**config.mk**
```make
export PLATFORM = sky130hd
export DESIGN_NAME = plru_victim_alloc
export DESIGN_NICKNAME = d
export VERILOG_FILES = /design/src/rtl/plru_alloc_pkg.sv /design/src/rtl/plru_victim_alloc_plru.sv /design/src/rtl/plru_victim_alloc.sv
export SDC_FILE = /design/constraint.sdc
export NUM_CORES = 1
export LEC_CHECK = 0
export BUFFER_PORTS_ARGS = -buffer_cell sky130_fd_sc_hd__buf_2
export CORE_ASPECT_RATIO = 0.6
export CORE_MARGIN = 2
export CORE_UTILIZATION = 53
export DETAILED_ROUTE_END_ITERATION = 10
export PLACE_DENSITY = 0.8
export SLEW_MARGIN = 10
export SYNTH_ARGS = -nofsm -noshare
export SYNTH_HDL_FRONTEND = slang
export SYNTH_HIERARCHICAL = 1
export SYNTH_SLANG_ARGS = --single-unit
```
**constraint.sdc**
```tcl
create_clock -name clk -period 5.08 [get_ports clk]
set_input_delay 0.508 -clock clk [delete_from_list [all_inputs] [get_ports clk]]
set_output_delay 0.508 -clock clk [all_outputs]
set_load 0.02 [all_outputs]
```
**src/rtl/plru_alloc_pkg.sv**
```systemverilog
// ============================================================================
// plru_alloc_pkg : shared state encoding and way-index width helper
// Revision: 1.0
// ============================================================================
`default_nettype none

package plru_alloc_pkg;

   typedef logic [1:0] state_t;

   localparam state_t ST_IDLE   = 2'd0;
   localparam state_t ST_SELECT = 2'd1;
   localparam state_t ST_WB     = 2'd2;
   localparam state_t ST_GRANT  = 2'd3;

   function automatic int way_idx_w(input int ways);
      return (ways > 1) ? $clog2(ways) : 1;
   endfunction

endpackage

`default_nettype wire

```
**src/rtl/plru_victim_alloc_plru.sv**
```systemverilog
// ============================================================================
// plru : tree pseudo-LRU with evictable-mask victim search and MRU update
// Revision: 1.0
// ============================================================================
`default_nettype none

module plru
   import plru_alloc_pkg::*;
#(
   parameter int WAYS = 8,
   localparam int IW  = way_idx_w(WAYS)
) (
   input  logic            clk,
   input  logic            reset_n,
   input  logic            en,
   input  logic [WAYS-1:0] mask,
   output logic [IW-1:0]   victim
);

   logic [WAYS-2:0] r_tree;
   logic [WAYS-2:0] w_tree_upd;
   int              node;
   int              lo;
   int              span;
   int              half;
   logic            left_any;
   logic            right_any;
   logic            node_bit;
   logic            go_right;

   // Walk root to leaf, preferring the pointed-to subtree unless it holds no
   // evictable way. With a onehot mask the walk lands on that way, so the
   // same path flipped away from it is the MRU update.
   always_comb begin
      w_tree_upd = r_tree;
      node       = 0;
      lo         = 0;
      span       = WAYS;
      half       = 0;
      left_any   = 1'b0;
      right_any  = 1'b0;
      node_bit   = 1'b0;
      go_right   = 1'b0;
      for (int l = 0; l < IW; l++) begin
         half      = span / 2;
         left_any  = 1'b0;
         right_any = 1'b0;
         for (int w = 0; w < WAYS; w++) begin
            if (mask[w] && (w >= lo) && (w < lo + half))
               left_any = 1'b1;
            if (mask[w] && (w >= lo + half) && (w < lo + span))
               right_any = 1'b1;
         end
         node_bit = 1'b0;
         for (int n = 0; n < WAYS - 1; n++) begin
            if (n == node)
               node_bit = r_tree[n];
         end
         go_right = node_bit ? right_any : !left_any;
         for (int n = 0; n < WAYS - 1; n++) begin
            if (n == node)
               w_tree_upd[n] = !go_right;
         end
         if (go_right)
            lo = lo + half;
         node = 2 * node + (go_right ? 2 : 1);
         span = half;
      end
      victim = IW'(lo);
   end

   always_ff @(posedge clk) begin
      if (!reset_n)
         r_tree <= '0;
      else if (en)
         r_tree <= w_tree_upd;
   end

endmodule

`default_nettype wire

```
**src/rtl/plru_victim_alloc.sv**
```systemverilog
// ============================================================================
// plru_victim_alloc : cache-fill way allocator (free way first, else PLRU,
// optional dirty writeback). Optional macro PLRU_ALLOC_LOCK_EN enables locks.
// Revision: 1.0
// ============================================================================
`default_nettype none

module plru_victim_alloc
   import plru_alloc_pkg::*;
#(
   parameter int WAYS = 8,
   localparam int IW  = way_idx_w(WAYS)
) (
   input  logic            clk,
   input  logic            reset,
   input  logic            req_valid,
   output logic            req_ready,
   input  logic [WAYS-1:0] set_valid,
   input  logic [WAYS-1:0] set_dirty,
   input  logic [WAYS-1:0] lock_mask,
   input  logic            touch_valid,
   input  logic [IW-1:0]   touch_way,
   output logic            wb_valid,
   output logic [IW-1:0]   wb_way,
   input  logic            wb_ready,
   output logic            gnt_valid,
   output logic [IW-1:0]   gnt_way,
   output logic            gnt_fail,
   input  logic            gnt_ready
);

   state_t          r_state;
   logic [WAYS-1:0] r_valid;
   logic [WAYS-1:0] r_dirty;
   logic [IW-1:0]   r_way;
   logic            r_fail;

   logic [WAYS-1:0] w_lock;
   logic [WAYS-1:0] w_free;
   logic [WAYS-1:0] w_plru_mask;
   logic [IW-1:0]   w_first_free;
   logic [IW-1:0]   w_plru_victim;
   logic [IW-1:0]   w_upd_way;
   logic            w_any_free;
   logic            w_all_locked;
   logic            w_plru_en;

`ifdef PLRU_ALLOC_LOCK_EN
   assign w_lock   = lock_mask;
   assign gnt_fail = r_fail;
`else
   // Locks disabled: the port is kept for interface compatibility only.
   assign w_lock   = lock_mask & {WAYS{1'b0}};
   assign gnt_fail = 1'b0;
`endif

   assign w_free       = ~r_valid & ~w_lock;
   assign w_any_free   = |w_free;
   assign w_all_locked = &w_lock;

   always_comb begin
      w_first_free = '0;
      for (int w = WAYS - 1; w >= 0; w--) begin
         if (w_free[w])
            w_first_free = IW'(w);
      end
   end

   assign w_upd_way   = (r_state == ST_GRANT) ? r_way : touch_way;
   assign w_plru_en   = !reset &&
                        (((r_state == ST_IDLE) && touch_valid) ||
                         ((r_state == ST_GRANT) && gnt_ready && !r_fail));
   assign w_plru_mask = w_plru_en ? (WAYS'(1) << w_upd_way) : ~w_lock;

   plru #(
      .WAYS    (WAYS)
   ) u_plru (
      .clk     (clk),
      .reset_n (~reset),
      .en      (w_plru_en),
      .mask    (w_plru_mask),
      .victim  (w_plru_victim)
   );

   always_ff @(posedge clk) begin
      if (reset) begin
         r_state <= ST_IDLE;
         r_valid <= '0;
         r_dirty <= '0;
         r_way   <= '0;
         r_fail  <= 1'b0;
      end else begin
         case (r_state)
            ST_IDLE: begin
               if (req_valid && req_ready) begin
                  r_valid <= set_valid;
                  r_dirty <= set_dirty;
                  r_state <= ST_SELECT;
               end
            end
            ST_SELECT: begin
               if (w_all_locked) begin
                  r_fail  <= 1'b1;
                  r_way   <= '0;
                  r_state <= ST_GRANT;
               end else if (w_any_free) begin
                  r_fail  <= 1'b0;
                  r_way   <= w_first_free;
                  r_state <= ST_GRANT;
               end else begin
                  r_fail  <= 1'b0;
                  r_way   <= w_plru_victim;
                  r_state <= (r_valid[w_plru_victim] && r_dirty[w_plru_victim])
                             ? ST_WB : ST_GRANT;
               end
            end
            ST_WB: begin
               if (wb_ready)
                  r_state <= ST_GRANT;
            end
            ST_GRANT: begin
               if (gnt_ready)
                  r_state <= ST_IDLE;
            end
            default: r_state <= ST_IDLE;
         endcase
      end
   end

   assign req_ready = (r_state == ST_IDLE) && !touch_valid;
   assign wb_valid  = (r_state == ST_WB);
   assign wb_way    = r_way;
   assign gnt_valid = (r_state == ST_GRANT);
   assign gnt_way   = r_way;

endmodule

`default_nettype wire

```
==> summary.md, run 1 <==
| Metric | Value |
|---|---|
| Status | `completed` |
| Pin count of the biggest net entering global routing | `24` |
| Clk sink count | `28` |
| Net switching fraction of the power | `0.401` |
| Compound-Gate Fraction of Synth Area | `0.300` |
| Ys Warns | `6` |
| Worst Tran Pin Value | `0.747 ns` |
| WL/cell | `13.4 um` |
| Max Slew Vio Count | `0` |
| Reg clk slew, reported paths | `0.10 ns` |
| TritonRoute pass-1 iters | `5` |
| Yosys top cell area share | `0.328` |
| Post-synthesis cell area | `1710 um2` |
| Seq pwr share | `0.343` |
| Vias in the first global route | `1267` |
| Critical path required time | `5.30 ns` |
| Clock group share of total power | `0.215` |
| Hold Startpoint | `set_dirty[1]` |
| Cell depth of the worst hold path | `3` |
| Die height | `48.0 um` |
| FP Rows | `15` |
| Adder-cell share of the synthesized area | `0.0366` |
| Ys async rst share | `0` |
| Layout Cells excl Fill | `283` |
| Worst skew pair latency | `0.28 ns` |
| Final Critical Period | `4.22 ns` |
| Vias | `1572` |
| Final worst-path cycle share | `0.832` |
| Pleak | `0.723 nW` |
| Fillers | `280` |
| Final setup fails | `0` |
| Max-Slew Margin vs Limit | `0.489` |
| Placed Cells incl. Taps | `279` |
| Synth Instances | `217` |
| Top cells by count, synth | `47 x nand2_1, 28 x dfxtp_1, 24 x a21oi_1` |
| Post-CTS setup repair buffer count | `0` |
| Critical path class | `flop to flop` |
| H-tree lvl count | `1` |
| Synthesized area per cell | `7.87 um2` |
| Cell with the most instances after synthesis | `nand2_1` |
| Port Buf Inserts | `33` |
| Yosys top cell by area | `dfxtp_1` |
| DR DRC count | `0` |
| Share of layout cells above drive strength 1 | `0.207` |
| Internal power | `0.497 mW` |
| Post-DP HPWL | `2860 um` |
| Top FF cell, synth | `dfxtp_1` |
| # hold bufs at CTS | `0` |
| Critical-path maximum fanout | `13` |
| Worst hold path endpoint | `r_dirty[1]$_SDFFE_PP0P_` |
| Seq/Total Area, Yosys | `0.328` |
| First-pass GRT wire length | `6180 um` |
| DIE AREA | `3710 um2` |
| GRT Total Usage | `0.216` |
| Flops & latches, synth | `28` |
| Main combinational cell family by area after synthesis | `compound AO/OA/AOI/OAI gates` |
| PostCTS Resize Cnt | `0` |
| CP Launch Type | `flop` |
| Simple-gate share of the synthesized area | `0.215` |
| Setup TNS | `0 ns` |
| GP Congestion | `0.822` |
| Iter 0 DRT Violations | `108` |
| Worst reg2reg endpoint | `r_state[0]$_SDFFE_PP0P_` |
| Initial antenna violation count | `0` |
| Maxcap violations | `0` |
| CTS Buffer Depth | `2` |
| Fmax | `237 MHz` |
| Final ANT Viol Nets | `0` |
| Gate power share | `0.442` |
| Nets | `280` |
| CORE AREA | `2970 um2` |
| Num CTS Buffers | `3` |
| CTS tree | `yes` |
| Vias/cell | `5.55` |
| Die X | `77.3 um` |
| Largest cells by area after synthesis | `dfxtp_1 33%, nand2_1 10%, a21oi_1 7.0%` |
| R2r worst-path depth | `11` |
| Syn Nets | `255` |
| Routed wire length | `3800 um` |
| Synth cell types | `47` |
| CTS root buf | `clkbuf_8` |
| Pwr/cell area | `431 nW/um2` |
| Switching power total | `0.333 mW` |
| Post-synth EDFFs | `0` |
| Multiplexer share of the synthesized area | `0.0491` |
| I/O pin cnt | `43` |
| Capturing element type of the critical path | `flop` |
| Critical R2R Launch | `r_state[1]$_SDFFE_PP0P_` |
| Antenna diodes | `0` |
| Worst R2R Setup Slack | `0.86 ns` |
| Unrepaired setup endpoints after global routing | `false` |
| P&R area growth vs syn | `12.6%` |
| Congestion Overflow GR | `0` |
| Final Hold Viols | `0` |
| Initial core utilization | `0.576` |
| VDD IR max | `0.000162 V` |
| Crit path arrival time | `4.45 ns` |
| Post-Synth XOR/XNOR Area | `0` |
| Hold Path Class | `input pin to flop` |
| Fin Clk Skew | `0.00163 ns` |
-- power groups by stage --
stage	logic [mW]	registers (mW)	clock network [mW]
5_1_grt	0.405	0.289	0.188
6_report	0.367	0.284	0.179
3_5_place_dp	0.364	0.289	0
4_1_cts	0.367	0.284	0.180
3_3_place_gp	0.356	0.288	0
2_1_floorplan	0.306	0.284	0
-- cell type report --
| type | count | area [um2] | area share |
|---|---|---|---|
| Clock buffer | 3 | 41.3 | 0.0215 |
| Inverter | 12 | 45.0 | 0.0234 |
| Clock inverter | 1 | 30.0 | 0.0156 |
| Multi-Input combinational cell | 164 | 1030 | 0.535 |
| Tap cell | 42 | 52.6 | 0.0273 |
| Sequential cell | 28 | 561 | 0.291 |
| Timing Repair Buffer | 33 | 165 | 0.0859 |
-- critical path, cell delays in order (launching register included) --
cell      delay [ns]
dfxtp_1         0.41
ha_1            0.35
a22oi_1         0.14
nor2_1          0.53
o21ai_0         0.36
or4_4           0.65
a221oi_4        0.39
a221o_2         0.26
mux2i_4         0.45
o21ai_0         0.17
o311a_1         0.32
a21oi_2         0.13
-- how the worst max path moves through the flow --
| stage | startpoint | end | slack, ns |
|---|---|---|---|
| floorplan | r_state[1]$_SDFFE_PP0P_ | r_state[0]$_SDFFE_PP0P_ | 1.05 |
| global placement | r_state[1]$_SDFFE_PP0P_ | r_state[0]$_SDFFE_PP0P_ | 0.94 |
| detailed placement | r_state[1]$_SDFFE_PP0P_ | r_state[0]$_SDFFE_PP0P_ | 0.91 |
| CTS | r_state[1]$_SDFFE_PP0P_ | r_state[0]$_SDFFE_PP0P_ | 0.89 |
| global route | r_state[1]$_SDFFE_PP0P_ | r_state[0]$_SDFFE_PP0P_ | 0.51 |
| finish | r_state[1]$_SDFFE_PP0P_ | r_state[0]$_SDFFE_PP0P_ | 0.86 |
-- state kept, by name, indices dropped and copies added (netlist names) --
signal,flops
gnt_way,3
r_valid,8
r_state,2
u_plru/r_tree,7
r_dirty,8
-- placed cells by master, fill, tap and decap left out, types with 5 or more instances in the layout --
master,n
nand3_1,8
mux2i_1,5
nor2_1,9
a21oi_1,24
nand2b_1,7
nand2_1,47
o21ai_0,10
ha_1,5
o31ai_1,5
dfxtp_1,28
inv_1,12
buf_2,33
-- stage by stage --
step	setup slack [ns]	cell area [um2]	power, mW	util	hold slack [ns]
finish	0.856	1920	0.830	0.649	0.450
global route	0.506	1920	0.883	0.649	0.454
CTS	0.888	1920	0.831	0.649	0.450
detailed placement	0.910	1850	0.652	0.624	0.453
global placement	0.936	1850	0.644	0.624	0.447
floorplan	1.05	1710	0.590	-	0.437
-- cells by family (layout without fill, tap and decap cells) --
group	after synthesis	after routing
other	1	1
flip-flops	28	28
adder cells (fa/ha/maj)	5	5
AND/OR/NAND/NOR	82	82
multiplexers	7	7
buffers and inverters	25	49
AO/OA/AOI/OAI	69	69
-- layer usage --
| layer | GRT usage | wire, um | up-vias |
|---|---|---|---|
| li1 | - | - | 816 |
| met1 | 0.337 | 2130 | 693 |
| met2 | 0.297 | 1370 | 59 |
| met3 | 0.0453 | 273 | 4 |
| met4 | 0.0536 | 21 | 0 |
| met5 | 0 | 0 | - |
Note: power is estimated with default switching activity, not from simulation.
==> run 2, diff against run 1 <==
==> constraint.sdc (replaced) <==
create_clock -name clk -period 4.2 [get_ports clk]
set_input_delay 0.42 -clock clk [delete_from_list [all_inputs] [get_ports clk]]
set_output_delay 0.42 -clock clk [all_outputs]
set_load 0.02 [all_outputs]
==> run 2 against run 1 <==
  * First-iteration DRC count shrank 4.6%
  * Critical path depth is the same
  * Via count grew 0.70%
  * Sequential power grew 21%
  * Largest power group unchanged
  * Wire length shrank 2.2%
  * Maximum frequency grew 8.5%
  * Cell count grew 0.71%
  * Clock-buffer cell count is the same
==> summary.md, run 2 (synthesis gave the netlist of run 1 again) <==
| Metric | Value |
|---|---|
| Routed length on met2 | `1340 um (-2.2%)` |
| Hold Path Class | `input pin to flop` |
| Worst Tran Pin Value | `0.751 ns (+0.00469 ns)` |
| Final setup fails | `0 (unchanged)` |
| Nets | `282 (+0.71%)` |
| Pleak | `0.732 nW (+1.3%)` |
| Die height | `48.0 um (unchanged)` |
| Vias | `1583 (+0.70%)` |
| Critical Path Max Stage Delay | `0.62 ns (-0.03 ns)` |
| Unrepaired setup endpoints after global routing | `false` |
| Vias/cell | `5.55 (about the same)` |
| CTS root buf | `clkbuf_8` |
| Status | `completed` |
| Port Buf Inserts | `33 (unchanged)` |
| Worst skew pair latency | `0.27 ns (about the same)` |
| Total power draw | `1.00 mW (+21%)` |
| Capturing element type of the critical path | `flop` |
| Num CTS Buffers | `3 (unchanged)` |
| DR top layer | `met4` |
| GP Congestion | `0.826 (+0.55%)` |
| Critical path required time | `4.42 ns (-0.88 ns)` |
| CTS tree | `yes` |
| VDD IR max | `0.000222 V (+37%)` |
| GRT Total Usage | `0.201 (-0.0149)` |
| Congestion Overflow GR | `0 (unchanged)` |
| Seq pwr share | `0.344 (about the same)` |
| Antenna diodes | `0 (unchanged)` |
| Vias in the first global route | `1287 (+1.6%)` |
| Setup TNS | `0 ns (unchanged)` |
| Cell repeated most along the worst path | `o21ai_0` |
| Leading cell type in the layout, fill and taps excluded | `nand2_1` |
| Max Slew Vio Count | `0 (unchanged)` |
| Top Registers | `r_dirty x8, r_valid x8, u_plru/r_tree x7` |
| Post-DP HPWL | `2860 um (about the same)` |
| P&R area growth vs syn | `13.6%` |
| Register area | `561 um2 (unchanged)` |
| Initial core utilization | `0.576 (unchanged)` |
| Crit path arrival time | `4.11 ns (-0.34 ns)` |
| Footprint of the multi-input gates | `1030 um2 (+0.24%)` |
| Critical R2R Launch | `r_state[1]$_SDFFE_PP0P_` |
| Final worst slack | `0.306 ns (-0.549 ns)` |
| Internal power | `0.606 mW (+22%)` |
| Routed met1 length | `2070 um (-2.7%)` |
| First-pass GRT wire length | `5830 um (-5.7%)` |
| DR DRC count | `0 (unchanged)` |
| Pwr/cell area | `516 nW/um2 (+20%)` |
| DR WL met3 | `277 um (+1.5%)` |
| Hold Startpoint | `set_dirty[6]` |
| Pin count of the biggest net entering global routing | `24 (unchanged)` |
| Initial antenna violation count | `0 (unchanged)` |
| Final Critical Period | `3.89 ns (-0.331 ns)` |
| Final ANT Viol Nets | `0 (unchanged)` |
| WL/cell | `13.0 um (-2.9%)` |
| Routed wire length | `3710 um (-2.2%)` |
| Fmax | `257 MHz (+8.5%)` |
| Critical path class | `flop to flop` |
| Fillers | `265 (-5.4%)` |
| Net switching fraction of the power | `0.395 (-0.00572)` |
| Final Hold Viols | `0 (unchanged)` |
| Slowest-stage cell, CP | `or4_4` |
| Post-CTS setup repair buffer count | `0 (unchanged)` |
| DIE AREA | `3710 um2 (unchanged)` |
| Gate power share | `0.447 (+0.005)` |
| Iter 0 DRT Violations | `103 (-4.6%)` |
| Clk sink count | `28 (unchanged)` |
| Max-Slew Margin vs Limit | `0.486 (-0.00321)` |
| Cell Chain, Critical Path | `ha_1 -> mux2i_1 -> nand2b_1 -> o21ai_0 -> or4_4 -> a221oi_4 -> a221o_2 -> mux2i_4 -> o21ai_0 -> o311a_1 -> a21oi_2` |
| CP Launch Type | `flop` |
| FP Rows | `15 (unchanged)` |
| H-tree lvl count | `1 (unchanged)` |
| Die X | `77.3 um (unchanged)` |
| TritonRoute pass-1 iters | `5 (unchanged)` |
| Fin Clk Skew | `0.00266 ns (+0.00103 ns)` |
| Clock group share of total power | `0.208 (-0.007)` |
| Switching power total | `0.396 mW (+19%)` |
| Reg clk slew, reported paths | `0.09 ns (about the same)` |
| I/O pin cnt | `43 (unchanged)` |
| Pre-CTS setup slack | `0.291 ns (-0.619 ns)` |
| CORE AREA | `2970 um2 (unchanged)` |
| CTS Buffer Depth | `2 (unchanged)` |
| Final worst-path cycle share | `0.927 (+0.0955)` |
| Most frequent cells in the layout | `47 x nand2_1, 33 x buf_2, 28 x dfxtp_1, 24 x a21oi_1, 12 x inv_1` |
| Critical-path maximum fanout | `13 (unchanged)` |
| Maxcap violations | `0 (unchanged)` |
| Setup crit start | `r_state[1]$_SDFFE_PP0P_` |
| Share of layout cells above drive strength 1 | `0.218 (+0.0106)` |
run 2: worst max-delay path, delay by kind of cell, from the launching register on:
| kind | cells | cell delay, ns |
|---|---|---|
| AOI/OAI and AO/OA | 6 | 1.41 |
| adders and majority gates | 1 | 0.37 |
| DFF | 1 | 0.42 |
| and+or+nand+nor | 2 | 0.79 |
| muxes | 2 | 0.85 |
run 2: per-stage QoR:
step                hold WS, ns  area [um2]   util  instances
global placement          0.452        1870  0.630        281
detailed placement        0.456        1870  0.630        281
CTS                       0.370        1940  0.654        285
global route              0.365        1940  0.654        285
floorplan                 0.437        1710      -        217
finish                    0.372        1940  0.654        285
run 2: layout make-up:
| type | count | area share |
|---|---|---|
| sequential | 28 | 0.289 |
| clock buffer | 3 | 0.0213 |
| clock inverter | 1 | 0.0155 |
| timing repair buffer | 35 | 0.0928 |
| tap | 42 | 0.0271 |
| multi-input combinational | 164 | 0.531 |
| inverter | 12 | 0.0232 |
run 2: layer usage:
metal | track usage | up-vias
met1 | 0.309 | 691
met5 | 0 | -
li1 | - | 820
met4 | 0.0429 | 0
met2 | 0.289 | 70
met3 | 0.0415 | 2
run 2: path summary, 6_finish.rpt:
check,endpoint,slack [ns],cells after the start
hold reg to reg,r_dirty[0]$_SDFFE_PP0P_,0.47,2
setup reg to reg,r_state[0]$_SDFFE_PP0P_,0.31,11
hold / removal,r_dirty[6]$_SDFFE_PP0P_,0.37,3
setup / recovery,r_state[0]$_SDFFE_PP0P_,0.31,11
run 2: repair_timing:
action / in CTS / in global routing
setup endpoints to repair: 0 / 1
endpoints found under the hold margin: 0 / 0
hold buffers: 0 / 0
gates resized for setup: 0 / 3
run 2: power groups by stage:
stage | combinational [mW] | sequential [mW] | clock [mW]
after floorplan | 0.370 | 0.344 | 0
after global routing | 0.493 | 0.349 | 0.225
after detailed placement | 0.440 | 0.350 | 0
final | 0.448 | 0.345 | 0.209
after global placement | 0.437 | 0.348 | 0
after CTS | 0.443 | 0.344 | 0.212
